$ cat config.mk
export PLATFORM = sky130hd
export DESIGN_NAME = cprv_ram_1p_ctrl
export DESIGN_NICKNAME = d
export VERILOG_FILES = /design/src/rtl/cprv_ram_1p.sv
export SDC_FILE = /design/constraint.sdc
export NUM_CORES = 1
export LEC_CHECK = 0
export ABC_CLOCK_PERIOD_IN_PS = 4300
export CAP_MARGIN = 20
export CORE_MARGIN = 5
export CORE_UTILIZATION = 50
export DETAILED_ROUTE_END_ITERATION = 7
export HOLD_SLACK_MARGIN = 0.15
export PLACE_DENSITY_LB_ADDON = 0.1
export SLEW_MARGIN = 20
export SYNTH_ARGS = -nofsm -noshare
export SYNTH_HDL_FRONTEND = slang
export SYNTH_SLANG_ARGS = --single-unit
$ cat constraint.sdc
create_clock -name clk -period 4.3 [get_ports clk]
set_clock_uncertainty 0.05 [all_clocks]
set_input_delay 0.86 -clock clk [delete_from_list [all_inputs] [get_ports clk]]
set_output_delay 0.86 -clock clk [all_outputs]
set_load 0.01 [all_outputs]
$ cat src/rtl/cprv_ram_1p.sv
// cprv_ram_1p_ctrl: valid/ready requester front-end for the cprv_ram_1p single-port RAM.
// Optional zero-fill of the whole RAM after reset is enabled with `define CPRV_RAM_INIT_EN.
module cprv_ram_1p_ctrl #(
    parameter int ADDR_WIDTH = 7,
    parameter int DATA_WIDTH = 64
) (
    input  logic                  clk,
    input  logic                  rst,
    input  logic                  req_valid,
    output logic                  req_ready,
    input  logic                  req_we,
    input  logic [ADDR_WIDTH-1:0] req_addr,
    input  logic [DATA_WIDTH-1:0] req_wdata,
    output logic                  rsp_valid,
    input  logic                  rsp_ready,
    output logic                  rsp_we,
    output logic [DATA_WIDTH-1:0] rsp_rdata,
    output logic                  init_done,
    output logic                  ram_w_en,
    output logic [ADDR_WIDTH-1:0] ram_addr,
    output logic [DATA_WIDTH-1:0] ram_wdata,
    input  logic [DATA_WIDTH-1:0] ram_rdata
);
    logic                  run;
    logic                  init_we;
    logic [ADDR_WIDTH-1:0] init_addr;
    logic                  accept;
    logic                  pend;
    logic                  pend_we;
    logic                  push;
    logic                  pop;
    logic [1:0]            count;
    logic [1:0]            wr_ptr;
    logic [1:0]            rd_ptr;
    logic [DATA_WIDTH:0]   fifo [3];

`ifdef CPRV_RAM_INIT_EN
    typedef enum logic {INIT, RUN} state_t;
    state_t                state;
    logic [ADDR_WIDTH-1:0] init_cnt;

    // Zero-fill sweep: one RAM word per cycle, then hand over to RUN.
    always_ff @(posedge clk) begin
        if (rst) begin
            state    <= INIT;
            init_cnt <= '0;
        end else if (state == INIT) begin
            init_cnt <= init_cnt + 1'b1;
            if (&init_cnt) state <= RUN;
        end
    end

    assign run       = (state == RUN);
    assign init_we   = (state == INIT);
    assign init_addr = init_cnt;
`else
    assign run       = 1'b1;
    assign init_we   = 1'b0;
    assign init_addr = '0;
`endif

    // All outputs read as idle while reset is held, whatever the registered state.
    assign init_done = !rst && run;
    assign req_ready = init_done && (({1'b0, count} + {2'b0, pend}) < 3'd3);
    assign accept    = req_valid && req_ready;
    assign ram_w_en  = !rst && (init_we || (accept && req_we));
    assign ram_addr  = rst ? '0 : (run ? req_addr : init_addr);
    assign ram_wdata = init_done ? req_wdata : '0;

    assign push      = pend;
    assign rsp_valid = !rst && (count != 2'd0);
    assign pop       = rsp_valid && rsp_ready;
    assign rsp_we    = rst ? 1'b0 : fifo[rd_ptr][DATA_WIDTH];
    assign rsp_rdata = rst ? '0 : fifo[rd_ptr][DATA_WIDTH-1:0];

    // One-cycle marker covering the RAM read latency of the accepted request.
    always_ff @(posedge clk) begin
        if (rst) begin
            pend    <= 1'b0;
            pend_we <= 1'b0;
        end else begin
            pend <= accept;
            if (accept) pend_we <= req_we;
        end
    end

    // Three-entry in-order response FIFO; the ready rule keeps it from overflowing.
    always_ff @(posedge clk) begin
        if (rst) begin
            count  <= 2'd0;
            wr_ptr <= 2'd0;
            rd_ptr <= 2'd0;
            for (int i = 0; i < 3; i++) fifo[i] <= '0;
        end else begin
            assert (!(push && !pop && count == 2'd3));
            if (push) begin
                fifo[wr_ptr] <= {pend_we, ram_rdata};
                wr_ptr       <= (wr_ptr == 2'd2) ? 2'd0 : wr_ptr + 2'd1;
            end
            if (pop) rd_ptr <= (rd_ptr == 2'd2) ? 2'd0 : rd_ptr + 2'd1;
            count <= count + {1'b0, push} - {1'b0, pop};
        end
    end
endmodule
# == After elaboration in Yosys (flattened, before gate mapping) ==
# Memory sizes are Yosys's and may differ from the RTL's. A register that Yosys moved wholly into a read port is not among the register bits.
# Cells that the tools add are included.
# word_totals
n_memories,1
word_cells,39
register_bits,8
mem_bits_rw,195
output_inout_bits,140
input_bits,140
# memory_table
name,depth,word_bits,read_ports,rd_clocked_by_memory_dff,write_ports,line,rtl
fifo,3,65,1,1,3,35,logic [DATA_WIDTH:0] fifo [3];
# op_classes
eq_ne,2
muxes,16
n_reduce_logical,9
n_lt_le_gt_ge,1
addsub,5
# ops
op,n
$mux 64,2
$mux 65,1
$reduce_or 65->1,1
$mux 2,5
$mux 1,7
$mux 7,1
$logic_and 1x1->1,6
$add 2x1->2 const B,2
$eq 2x2->1 const B,2
$add 2x1->3,1
$lt 3x2->1 const B,1
$add 2x1->2,1
$reduce_bool 2->1,1
$sub 2x1->2,1
$logic_not 1->1,1

# == Depth between registers and ports, before layout ==
# Gate-level depths: netlist of the first run.
# logic_depth
word_depth,6
ltp_mapped,9
depth_no_buf,8

# == Worst setup path after synthesis of the first run ==
# No wires, ideal clock.
# synth_timing
kind,input -> register
from,input rst
to,memory fifo[3][0] (netlist bit) (enable)
cell_stages,4
required_ns,3.822
setup_ns,0.428
t_arrival_ns,2.967
path_buffers,2
path_slack_ns,0.854
path_cell_list,buf_2 -> inv_1 -> clkbuf_1 -> and4_1
# synth_rtl
item,line,rtl
from (decl),8,"input logic rst,"
to (decl),35,

# == Final worst setup path of the first run ==
# layout_timing
from,register pend
to,output ram_w_en
# layout_between
elab_chain_cells,6
# layout_lines
item,line,rtl
from (decl),28,logic pend;
from (signal assigned),82,pend <= accept;
$add 2x1->3,64,"assign req_ready = init_done && (({1'b0, count} + {2'b0, pend}) < 3'd3);"
$lt 3x2->1,64,
$logic_and 1x1->1,64,
$logic_and 1x1->1,65,assign accept = req_valid && req_ready;
$logic_and 1x1->1 (2 in series),66,assign ram_w_en = !rst && (init_we || (accept && req_we));
to (decl),19,"output logic ram_w_en,"
# No other way between the ends.

==> results of run 1 <==
-- synth_stat cells --
cell	count	share of area [%]
xor2_1	1	0.072
and4_1	1	0.072
ha_1	4	0.41
a21oi_1	3	0.12
buf_4	1	0.062
nor2b_1	73	3.8
and3_1	1	0.052
a22o_1	2	0.14
edfxtp_1	260	64
a31o_2	1	0.072
or2_2	3	0.15
nor3_1	1	0.041
nor4b_2	1	0.12
buf_2	11	0.45
nor2_1	3	0.093
nand2_1	2	0.062
nor4_4	1	0.18
buf_6	10	0.93
clkbuf_1	21	0.65
inv_1	4	0.12
clkbuf_2	8	0.33
nor3b_1	1	0.062
o21ba_2	1	0.083
and2_1	262	14
mux4_2	65	12
nand3b_1	1	0.062
inv_2	1	0.031
a211oi_1	1	0.062
and4bb_1	1	0.10
dfxtp_1	10	1.7
-- worst max path at each step --
stage,from,end,depth (start not counted)
after floorplan,rst,fifo[3][0],4
after global placement,rst,rsp_we,5
after detailed placement,rst,rsp_rdata[56],5
after CTS,flip-flop,rsp_rdata[19],4
after global routing,flip-flop,rsp_rdata[18],4
final,pend,ram_w_en,5
-- power by group through the flow --
stage | Combinational (mW) | Sequential, mW | Clock (mW)
after floorplan | 0.475 | 3.07 | 0
after global placement | 0.889 | 3.09 | 0
after detailed placement | 0.891 | 3.10 | 0
after CTS | 0.895 | 3.04 | 2.36
after global routing | 0.943 | 3.05 | 2.49
final | 0.874 | 3.04 | 2.31
-- flip-flops by register name (all words and copies together) (netlist names), named ones only --
name	flops
rd_ptr	2
pend	1
count	2
pend_we	1
wr_ptr	2
fifo	260
-- metrics by stage --
step / setup WS [ns] / power (mW) / hold slack (ns) / instance area, um^2
2_1_floorplan: 0.8544 / 3.541 / 0.3999 / 12120
3_3_place_gp: 0.8405 / 3.983 / 0.4586 / 15180
3_5_place_dp: 0.7488 / 3.988 / 0.4654 / 15180
4_1_cts: 0.5646 / 6.292 / 0.4745 / 16040
5_1_grt: 0.4970 / 6.485 / 0.4914 / 16050
6_report: 0.6420 / 6.221 / 0.4769 / 16050
-- area by class of cell --
class | count | area (um^2) | area share [%]
inverter | 5 | 18.77 | 0.1169
antenna | 2 | 5.005 | 0.03119
clock inverter | 18 | 182.7 | 1.138
multi-input combinational | 429 | 3817 | 23.79
timing repair buffer | 290 | 2920 | 18.20
tap | 324 | 405.4 | 2.526
clock buffer | 29 | 683.2 | 4.257
sequential | 270 | 8015 | 49.95
-- placed cells by master (no fill, tap or decap), types with 2 or more instances in the layout --
cell type and count:
a21oi_1 3, a22o_1 2, and2_1 262, buf_12 4
buf_4 7, bufinv_16 4, clkbuf_1 2, clkbuf_16 27
clkdlybuf4s50_1 278, clkinv_1 6, clkinv_2 8, dfxtp_1 8
dfxtp_4 2, diode_2 2, edfxtp_1 260, ha_1 4
inv_1 3, inv_2 2, mux4_2 65, nand2_1 2
nor2_1 3, nor2b_1 73, or2_4 3
-- per-layer routing --
| metal | vias to the layer above | GRT usage, % |
|---|---|---|
| li1 | 3272 | - |
| met1 | 3328 | 25.07 |
| met2 | 289 | 36.97 |
| met3 | 32 | 5.029 |
| met4 | 0 | 4.484 |
| met5 | - | 0 |
-- cells by family after synthesis --
logic type | count (synthesis) | share of synthesized area [%]
flops | 270 | 66.07
buf+inv | 56 | 2.581
simple gates | 351 | 18.29
fa+ha+maj | 4 | 0.4130
compound gates | 8 | 0.4853
xor+xnor | 1 | 0.07228
mux | 65 | 12.08
-- critical path, cell delays in order, from the launching register on --
cell             delay [ns]
dfxtp_1                0.46
ha_1                   0.20
ha_1                   0.22
a211oi_1               0.51
and3_1                 0.26
clkdlybuf4s50_1        0.58
==> flow_results.xml, run 1 <==
<?xml version="1.0" encoding="UTF-8"?>
<metrics>
  <group name="power">
    <metric name="p_comb_share" unit="%">14.0</metric>
    <metric name="power_share_of_the_sequential_group" unit="%">48.8</metric>
    <metric name="p_switching" unit="mW">1.335</metric>
    <metric name="intPower" unit="mW">4.886</metric>
    <metric name="power.clock.fraction" unit="%">37.1</metric>
    <metric name="power_density" unit="nW/um^2">387.6</metric>
    <metric name="lkg_pwr" unit="nW">5.655</metric>
    <metric name="switching_share" unit="%">21.46</metric>
    <metric name="power.ir.vdd_worst" unit="uV">239.8</metric>
  </group>
  <group name="clocking">
    <metric name="cts_post_setup_buffers_inserted" unit="">0</metric>
    <metric name="cts.clk_slew.worst_paths" unit="ns">0.06</metric>
    <metric name="cts-htree-levels" unit="">1</metric>
    <metric name="post_cts_gate_resize_count" unit="">0</metric>
    <metric name="worst_skew_pair.late_latency" unit="ns">0.51</metric>
    <metric name="ctsHoldBuffers" unit="">0</metric>
    <metric name="cts_tree" unit="">built</metric>
    <metric name="cts_sinks" unit="">270</metric>
    <metric name="root_buffer" unit="">clkbuf_16</metric>
    <metric name="cts.path.max_buffers" unit="">3</metric>
    <metric name="cts_buffers" unit="">27</metric>
  </group>
  <group name="setup_path">
    <metric name="timing.setup.critical_path_class" unit="">reg2out</metric>
    <metric name="ff2ff_setup_slack" unit="ns">2.05</metric>
    <metric name="r2r_cells" unit="">3</metric>
    <metric name="cp_data_required_time" unit="ns">3.39</metric>
    <metric name="r2r_start" unit="">pend</metric>
    <metric name="worst_setup_path_end_kind" unit="">primary output</metric>
    <metric name="cp-start-kind" unit="">flip-flop</metric>
    <metric name="worst_r2r_endpoint" unit="">fifo[2][6]</metric>
    <metric name="path_max_fanout" unit="">7</metric>
    <metric name="crit_arrival" unit="ns">2.75</metric>
  </group>
  <group name="run_status">
    <metric name="status" unit="">complete, no violations</metric>
  </group>
  <group name="sta">
    <metric name="slew_headroom" unit="%">27.79</metric>
    <metric name="fmaxAchievable" unit="MHz">273.4</metric>
    <metric name="setup_total_negative_slack" unit="ns">0</metric>
    <metric name="timing.final.setup_violations" unit="">0</metric>
    <metric name="final_min_period_over_clock_period" unit="%">85.07</metric>
    <metric name="timing.final.hold_violations" unit="">0</metric>
    <metric name="period_needed" unit="ns">3.658</metric>
    <metric name="rsz_0062_raised_after_global_routing" unit="">false</metric>
    <metric name="tightest_slew" unit="ns">1.083</metric>
    <metric name="report.final.slew_viol_count" unit="">0</metric>
  </group>
  <group name="floorplan">
    <metric name="placement_rows" unit="">57</metric>
    <metric name="die_h" unit="um">165.7</metric>
    <metric name="initial_utilization" unit="%">50.28</metric>
    <metric name="floorplan.die_area" unit="um^2">27450</metric>
    <metric name="coreArea" unit="um^2">24110</metric>
    <metric name="boundaryPins" unit="">280</metric>
    <metric name="die_width" unit="um">165.7</metric>
  </group>
  <group name="cells_and_area">
    <metric name="final_util" unit="%">66.57</metric>
    <metric name="drive_above_1_share" unit="%">12.39</metric>
    <metric name="final_cells" unit="">1367</metric>
    <metric name="final.fill_count" unit="">1783</metric>
    <metric name="finish.net_count" unit="">1167</metric>
    <metric name="layout-area-overhead-vs-synth" unit="%">32.42</metric>
  </group>
  <group name="global_routing">
    <metric name="grt.overflow.total" unit="">0</metric>
    <metric name="gr_usage_total" unit="%">20.46</metric>
    <metric name="wire_length_of_the_first_global_routing_pass" unit="um">44580</metric>
    <metric name="maximum_number_of_pins_on_one_net_before_global_route_repair" unit="">72</metric>
    <metric name="antenna_found_initial" unit="">2</metric>
    <metric name="first_global_vias" unit="">7814</metric>
  </group>
  <group name="min_path">
    <metric name="worst_hold_path_type" unit="">reg2reg</metric>
    <metric name="hp-start" unit="">rd_ptr[0]</metric>
    <metric name="hold_end" unit="">rd_ptr[0]</metric>
    <metric name="hold-path-cell-count" unit="">1</metric>
  </group>
  <group name="synth">
    <metric name="synth_seq_cells" unit="">270</metric>
    <metric name="mappedNetlistArea" unit="um^2">12120</metric>
    <metric name="synth_seq_area_share" unit="%">66.07</metric>
    <metric name="post_synth.cell_area_avg" unit="um^2">16.05</metric>
    <metric name="synthDistinctLibCells" unit="">30</metric>
    <metric name="ys_warn_count" unit="">0</metric>
    <metric name="synth_fp_nets" unit="">899</metric>
    <metric name="synthCells" unit="">755</metric>
  </group>
  <group name="detailed_routing">
    <metric name="drt.antenna.violating_nets" unit="">0</metric>
    <metric name="wl_met2" unit="um">14600</metric>
    <metric name="routed_wirelength" unit="um">28050</metric>
    <metric name="top_layer" unit="">met4</metric>
    <metric name="vias_per_cell" unit="">5.063</metric>
    <metric name="drt_iter0_markers" unit="">444</metric>
    <metric name="route.detailed.drc" unit="">0</metric>
    <metric name="met1Wirelength" unit="um">10610</metric>
    <metric name="drt-wirelength-per-cell" unit="um">20.52</metric>
    <metric name="drtPass1Iterations" unit="">5</metric>
    <metric name="vias" unit="">6921</metric>
    <metric name="wl_met3" unit="um">2362</metric>
  </group>
  <group name="place">
    <metric name="io_buffers" unit="">279</metric>
    <metric name="gp_routability_congestion" unit="">0.7861</metric>
    <metric name="placed_cells" unit="">1318</metric>
    <metric name="placed_wire_length_estimate" unit="um">17140</metric>
  </group>
  <group name="job">
    <metric name="timing.max_cap.violations" unit="">0</metric>
  </group>
</metrics>
Note: power is estimated with default switching activity, not from simulation.
==> inputs of run 2 (changes only) <==
--- a/config.mk
+++ b/config.mk
@@ -7,8 +7,9 @@
 export LEC_CHECK = 0
 export ABC_CLOCK_PERIOD_IN_PS = 4300
 export CAP_MARGIN = 20
+export CORE_ASPECT_RATIO = 0.7
 export CORE_MARGIN = 5
-export CORE_UTILIZATION = 50
+export CORE_UTILIZATION = 29
 export DETAILED_ROUTE_END_ITERATION = 7
 export HOLD_SLACK_MARGIN = 0.15
 export PLACE_DENSITY_LB_ADDON = 0.1
==> run 2 against run 1 <==
  * Sequential power barely moved
  * Critical endpoint is now rsp_rdata[1]
  * Sequential share of layout area fell by 1.3 points
  * Final cell count rose by 17%
  * Critical path depth fell by 1
  * Core utilization fell by 27 points
  * Die area rose by 68%
  * Flip-flop and latch count did not move
  * Register-to-register slack improved by 0.04 ns
  * Worst setup slack got worse by 0.017 ns
  * Wire length rose by 20%
  * Highest routed layer unchanged
  * First-iteration DRC count fell by 42%
  * Total power rose by 3.4%
==> flow_results.xml, run 2 (same netlist as run 1, synthesis figures left out) <==
<?xml version="1.0" encoding="UTF-8"?>
<metrics>
  <group name="place">
    <metric name="place_ws" unit="ns">1.072</metric>
    <metric name="io_buffers" unit="">279</metric>
    <metric name="placed_wire_length_estimate" unit="um">21350</metric>
    <metric name="place_area" unit="um^2">15560</metric>
    <metric name="gp_routability_congestion" unit="">0.7594</metric>
  </group>
  <group name="detailed_routing">
    <metric name="met1Wirelength" unit="um">13340</metric>
    <metric name="route.detailed.drc" unit="">0</metric>
    <metric name="vias_per_cell" unit="">4.405</metric>
    <metric name="top_layer" unit="">met4</metric>
    <metric name="drt_iter0_markers" unit="">256</metric>
    <metric name="routed_wirelength" unit="um">33780</metric>
    <metric name="vias" unit="">7039</metric>
    <metric name="wl_met3" unit="um">1906</metric>
    <metric name="wl_met2" unit="um">17940</metric>
    <metric name="drtPass1Iterations" unit="">4</metric>
    <metric name="drt.antenna.violating_nets" unit="">0</metric>
    <metric name="drt-wirelength-per-cell" unit="um">21.14</metric>
  </group>
  <group name="cells_and_area">
    <metric name="reg_with_most_ffs" unit="">fifo</metric>
    <metric name="final_cell_mix" unit="">278 x clkdlybuf4s50_1, 262 x and2_1, 260 x edfxtp_1</metric>
    <metric name="drive_above_1_share" unit="%">13.11</metric>
    <metric name="final.fill_count" unit="">3836</metric>
    <metric name="layout-area-overhead-vs-synth" unit="%">35.99</metric>
    <metric name="finish.net_count" unit="">1178</metric>
    <metric name="largest_register_ff_count" unit="">260</metric>
    <metric name="multiInputGateArea" unit="um^2">3817</metric>
    <metric name="seq_area" unit="um^2">8015</metric>
    <metric name="finish.instance_area" unit="um^2">16480</metric>
    <metric name="leading_cell_type_in_the_layout_fill_and_taps_excluded" unit="">clkdlybuf4s50_1</metric>
  </group>
  <group name="sta">
    <metric name="timing.final.hold_violations" unit="">0</metric>
    <metric name="report.final.slew_viol_count" unit="">0</metric>
    <metric name="tightest_slew" unit="ns">0.8183</metric>
    <metric name="period_needed" unit="ns">3.675</metric>
    <metric name="post-route-worst-setup-slack" unit="ns">0.6253</metric>
    <metric name="fmaxAchievable" unit="MHz">272.1</metric>
    <metric name="timing.final.setup_violations" unit="">0</metric>
    <metric name="setup_total_negative_slack" unit="ns">0</metric>
    <metric name="final_min_period_over_clock_period" unit="%">85.46</metric>
    <metric name="rsz_0062_raised_after_global_routing" unit="">false</metric>
    <metric name="slew_headroom" unit="%">45.45</metric>
  </group>
  <group name="floorplan">
    <metric name="initial_utilization" unit="%">29.42</metric>
    <metric name="placement_rows" unit="">62</metric>
    <metric name="boundaryPins" unit="">280</metric>
    <metric name="coreArea" unit="um^2">41190</metric>
    <metric name="die_width" unit="um">254.3</metric>
    <metric name="floorplan.die_area" unit="um^2">46040</metric>
    <metric name="die_h" unit="um">181.0</metric>
  </group>
  <group name="global_routing">
    <metric name="maximum_number_of_pins_on_one_net_before_global_route_repair" unit="">80</metric>
    <metric name="first_global_vias" unit="">7915</metric>
    <metric name="antenna_found_initial" unit="">2</metric>
    <metric name="grt.overflow.total" unit="">0</metric>
    <metric name="gr_usage_total" unit="%">14.37</metric>
    <metric name="wire_length_of_the_first_global_routing_pass" unit="um">50270</metric>
  </group>
  <group name="setup_path">
    <metric name="critical-path-slowest-cell" unit="">mux4_2</metric>
    <metric name="crit_arrival" unit="ns">2.76</metric>
    <metric name="cp_data_required_time" unit="ns">3.39</metric>
    <metric name="crit_chain" unit="">buf_12 -&gt; mux4_2 -&gt; and2_1 -&gt; clkdlybuf4s50_1</metric>
    <metric name="ff2ff_setup_slack" unit="ns">2.09</metric>
    <metric name="max_stage_delay" unit="ns">0.60</metric>
    <metric name="timing.setup.critical_path_class" unit="">reg2out</metric>
    <metric name="path_max_fanout" unit="">38</metric>
    <metric name="cp_num_buf_inv" unit="">2</metric>
    <metric name="cp-start-kind" unit="">flip-flop</metric>
    <metric name="worst_setup_path_end_kind" unit="">primary output</metric>
    <metric name="crit_family" unit="">buffers and inverters</metric>
  </group>
  <group name="power">
    <metric name="power" unit="mW">6.433</metric>
    <metric name="power_density" unit="nW/um^2">390.3</metric>
    <metric name="lkg_pwr" unit="nW">5.736</metric>
    <metric name="power.ir.vdd_worst" unit="uV">284.5</metric>
  </group>
  <group name="job">
    <metric name="timing.max_cap.violations" unit="">0</metric>
  </group>
  <group name="clocking">
    <metric name="cts_sinks" unit="">270</metric>
    <metric name="cts_tree" unit="">built</metric>
    <metric name="cts.path.max_buffers" unit="">3</metric>
    <metric name="cts_buffers" unit="">29</metric>
    <metric name="worst_skew_pair.late_latency" unit="ns">0.55</metric>
    <metric name="root_buffer" unit="">clkbuf_16</metric>
    <metric name="cts.clk_slew.worst_paths" unit="ns">0.06</metric>
    <metric name="cts_post_setup_buffers_inserted" unit="">0</metric>
    <metric name="post_cts_gate_resize_count" unit="">0</metric>
    <metric name="cts-htree-levels" unit="">1</metric>
    <metric name="ctsHoldBuffers" unit="">0</metric>
  </group>
  <group name="run_status">
    <metric name="status" unit="">complete, no violations</metric>
  </group>
  <group name="min_path">
    <metric name="worst_hold_path_type" unit="">reg2reg</metric>
  </group>
</metrics>
[run 2: cell count changes in the layout (fill, tap and decap cells not counted)]
cell | before | now
clkinv_2 | 8 | 5
buf_12 | 4 | 7
buf_4 | 7 | 13
diode_2 | 2 | 1
clkbuf_16 | 27 | 29
clkinv_1 | 6 | 7
clkbuf_1 | 2 | 4
clkinv_4 | 0 | 1
[run 2: worst reg2reg max path: stages (launching register included)]
cell and delay [ns]:
dfxtp_1 0.51, inv_2 0.14, nor4_4 0.28, or2_4 0.57, buf_4 0.34
[run 2: path summary, 6_finish.rpt]
path | depth (start not counted) | from | end
max | 4 | flip-flop | rsp_rdata[1]
min | 1 | rd_ptr[1] | rd_ptr[1]
max reg2reg | 4 | pend | fifo[0][25]
min reg2reg | 1 | rd_ptr[1] | rd_ptr[1]
[run 2: power by group]
part | internal, mW | switching, mW | leakage (nW)
combinational | 0.531 | 0.375 | 2.59
clock | 1.46 | 1.02 | 0.453
sequential | 2.99 | 0.0542 | 2.69
total | 4.98 | 1.45 | 5.74
[run 2: area by class of cell]
class | count | share of cell area (%)
flip-flops and latches | 270 | 48.63
multi-input cells | 429 | 23.16
repair buffers | 299 | 18.36
clock buffers | 33 | 4.494
well taps | 544 | 4.130
clock inverters | 17 | 1.093
inverters | 5 | 0.1139
diodes | 1 | 0.01518
[run 2: through the flow]
step	cells	util [%]	hold WS, ns
after detailed placement	1547	37.77	0.4642
after global routing	1598	40.01	0.5144
after CTS	1597	40.00	0.4857
after global placement	1547	37.77	0.4612
after floorplan	755	-	0.3999
final	1598	40.01	0.4868
[run 2: routing by layer]
metal / up-vias / track usage, %
li1: 3288 / -
met1: 3511 / 16.87
met2: 203 / 26.69
met3: 37 / 3.708
met4: 0 / 2.619
met5: - / 0
==> inputs of run 3 (changes only) <==
--- a/config.mk
+++ b/config.mk
@@ -7,6 +7,8 @@
 export LEC_CHECK = 0
 export ABC_CLOCK_PERIOD_IN_PS = 4300
 export CAP_MARGIN = 20
+export CELL_PAD_IN_SITES_DETAIL_PLACEMENT = 1
+export CELL_PAD_IN_SITES_GLOBAL_PLACEMENT = 1
 export CORE_ASPECT_RATIO = 0.7
 export CORE_MARGIN = 5
 export CORE_UTILIZATION = 29
==> run 3 against run 2 <==
  * Register-to-register slack worse by 0.13 ns
  * Via count is 0.53% higher
  * Design area is 0.37% lower
  * Final cell count hardly changed
  * Flip-flop and latch count stayed put
==> flow_results.xml, run 3 (same netlist as run 1, synthesis figures left out) <==
<?xml version="1.0" encoding="UTF-8"?>
<metrics>
  <group name="power">
    <metric name="lkg_pwr" unit="nW">5.703</metric>
    <metric name="power.ir.vdd_worst" unit="uV">263.7</metric>
    <metric name="power_density" unit="nW/um^2">382.6</metric>
    <metric name="power" unit="mW">6.281</metric>
  </group>
  <group name="setup_path">
    <metric name="crit_arrival" unit="ns">2.78</metric>
    <metric name="crit_chain" unit="">buf_4 -&gt; mux4_2 -&gt; and2_1 -&gt; clkdlybuf4s50_1</metric>
    <metric name="worst_setup_path_end_kind" unit="">primary output</metric>
    <metric name="critical-path-slowest-cell" unit="">dfxtp_4</metric>
    <metric name="path_max_fanout" unit="">19</metric>
    <metric name="max_stage_delay" unit="ns">0.64</metric>
    <metric name="cp_data_required_time" unit="ns">3.39</metric>
    <metric name="ff2ff_setup_slack" unit="ns">1.96</metric>
    <metric name="timing.setup.critical_path_class" unit="">reg2out</metric>
    <metric name="cp-start-kind" unit="">flip-flop</metric>
  </group>
  <group name="floorplan">
    <metric name="floorplan.die_area" unit="um^2">46040</metric>
    <metric name="die_h" unit="um">181.0</metric>
    <metric name="initial_utilization" unit="%">29.42</metric>
    <metric name="boundaryPins" unit="">280</metric>
    <metric name="die_width" unit="um">254.3</metric>
    <metric name="placement_rows" unit="">62</metric>
    <metric name="coreArea" unit="um^2">41190</metric>
  </group>
  <group name="sta">
    <metric name="period_needed" unit="ns">3.690</metric>
    <metric name="fin_worst_hold_slack" unit="ns">0.4890</metric>
    <metric name="final_min_period_over_clock_period" unit="%">85.82</metric>
    <metric name="setup_total_negative_slack" unit="ns">0</metric>
    <metric name="report.final.slew_viol_count" unit="">0</metric>
    <metric name="timing.final.setup_violations" unit="">0</metric>
    <metric name="rsz_0062_raised_after_global_routing" unit="">false</metric>
    <metric name="tightest_slew" unit="ns">0.7636</metric>
    <metric name="slew_headroom" unit="%">49.09</metric>
    <metric name="timing.final.hold_violations" unit="">0</metric>
    <metric name="fmaxAchievable" unit="MHz">271.0</metric>
  </group>
  <group name="global_routing">
    <metric name="grt.overflow.total" unit="">0</metric>
    <metric name="gr_usage_total" unit="%">14.19</metric>
    <metric name="wire_length_of_the_first_global_routing_pass" unit="um">50470</metric>
    <metric name="antenna_found_initial" unit="">2</metric>
    <metric name="first_global_vias" unit="">8152</metric>
    <metric name="maximum_number_of_pins_on_one_net_before_global_route_repair" unit="">85</metric>
  </group>
  <group name="place">
    <metric name="placed_wire_length_estimate" unit="um">21360</metric>
    <metric name="io_buffers" unit="">279</metric>
    <metric name="place_area" unit="um^2">15560</metric>
    <metric name="gp_routability_congestion" unit="">0.8197</metric>
  </group>
  <group name="clocking">
    <metric name="cts_buffers" unit="">29</metric>
    <metric name="cts-htree-levels" unit="">1</metric>
    <metric name="cts_tree" unit="">built</metric>
    <metric name="cts.clk_slew.worst_paths" unit="ns">0.06</metric>
    <metric name="root_buffer" unit="">clkbuf_16</metric>
    <metric name="cts.path.max_buffers" unit="">3</metric>
    <metric name="cts_post_setup_buffers_inserted" unit="">0</metric>
    <metric name="post_cts_gate_resize_count" unit="">0</metric>
    <metric name="ctsHoldBuffers" unit="">0</metric>
    <metric name="cts_sinks" unit="">270</metric>
    <metric name="worst_skew_pair.late_latency" unit="ns">0.54</metric>
  </group>
  <group name="run_status">
    <metric name="status" unit="">complete, no violations</metric>
  </group>
  <group name="cells_and_area">
    <metric name="finish.instance_area" unit="um^2">16420</metric>
    <metric name="multiInputGateArea" unit="um^2">3817</metric>
    <metric name="drive_above_1_share" unit="%">12.73</metric>
    <metric name="seq_area" unit="um^2">8015</metric>
    <metric name="largest_register_ff_count" unit="">260</metric>
    <metric name="layout-area-overhead-vs-synth" unit="%">35.48</metric>
    <metric name="leading_cell_type_in_the_layout_fill_and_taps_excluded" unit="">clkdlybuf4s50_1</metric>
    <metric name="final.fill_count" unit="">4191</metric>
    <metric name="final_cell_mix" unit="">278 x clkdlybuf4s50_1, 262 x and2_1, 260 x edfxtp_1</metric>
    <metric name="final_util" unit="%">39.86</metric>
    <metric name="finish.net_count" unit="">1178</metric>
    <metric name="antenna_cells_inserted" unit="">0</metric>
    <metric name="reg_with_most_ffs" unit="">fifo</metric>
  </group>
  <group name="detailed_routing">
    <metric name="routed_wirelength" unit="um">32850</metric>
    <metric name="drt.antenna.violating_nets" unit="">0</metric>
    <metric name="vias_per_cell" unit="">4.431</metric>
    <metric name="route.detailed.drc" unit="">0</metric>
    <metric name="drt-wirelength-per-cell" unit="um">20.57</metric>
    <metric name="vias" unit="">7076</metric>
    <metric name="drtPass1Iterations" unit="">4</metric>
    <metric name="drt_iter0_markers" unit="">301</metric>
  </group>
  <group name="job">
    <metric name="timing.max_cap.violations" unit="">0</metric>
  </group>
  <group name="min_path">
    <metric name="worst_hold_path_type" unit="">reg2reg</metric>
  </group>
</metrics>
[run 3: worst paths after layout]
| path | depth (start not counted) | end | start |
|---|---|---|---|
| setup reg to reg | 3 | fifo[1][30] | wr_ptr[0] |
| hold / removal | 1 | rd_ptr[0] | rd_ptr[0] |
| hold reg to reg | 1 | rd_ptr[0] | rd_ptr[0] |
| setup / recovery | 4 | rsp_rdata[0] | flip-flop |
[run 3: layout make-up]
type | instances | area share (%)
repair buffers | 299 | 18.43
multi-input cells | 429 | 23.25
inverters | 5 | 0.1143
clock buffers | 37 | 4.603
clock inverters | 13 | 0.6477
flip-flops and latches | 270 | 48.82
well taps | 544 | 4.145
[run 3: routing by layer]
| layer | track usage (%) | up-vias | share of wire, % |
|---|---|---|---|
| li1 | - | 3286 | - |
| met1 | 17.72 | 3563 | 42 |
| met2 | 24.57 | 192 | 50 |
| met3 | 4.355 | 31 | 6.4 |
| met4 | 2.705 | 4 | 1.6 |
| met5 | 0 | - | 0.064 |
[run 3: through the flow]
step,setup WS (ns),instances
global placement,1.076,1547
CTS,0.5011,1597
finish,0.6099,1597
detailed placement,1.042,1547
floorplan,0.8544,755
global route,0.4372,1597
[run 3: worst max-delay path: cells and delay by family, from the launching register on]
kind | cells | cell delay, ns
muxes | 1 | 0.57
DFF | 1 | 0.64
buffers and inverters | 2 | 0.83
and+or+nand+nor | 1 | 0.19
[run 3: where the power goes]
part | internal (mW) | total [mW] | switching, mW
clock network | 1.34 | 2.33 | 0.987
registers | 2.99 | 3.05 | 0.0591
logic | 0.532 | 0.902 | 0.370
total | 4.87 | 6.28 | 1.42
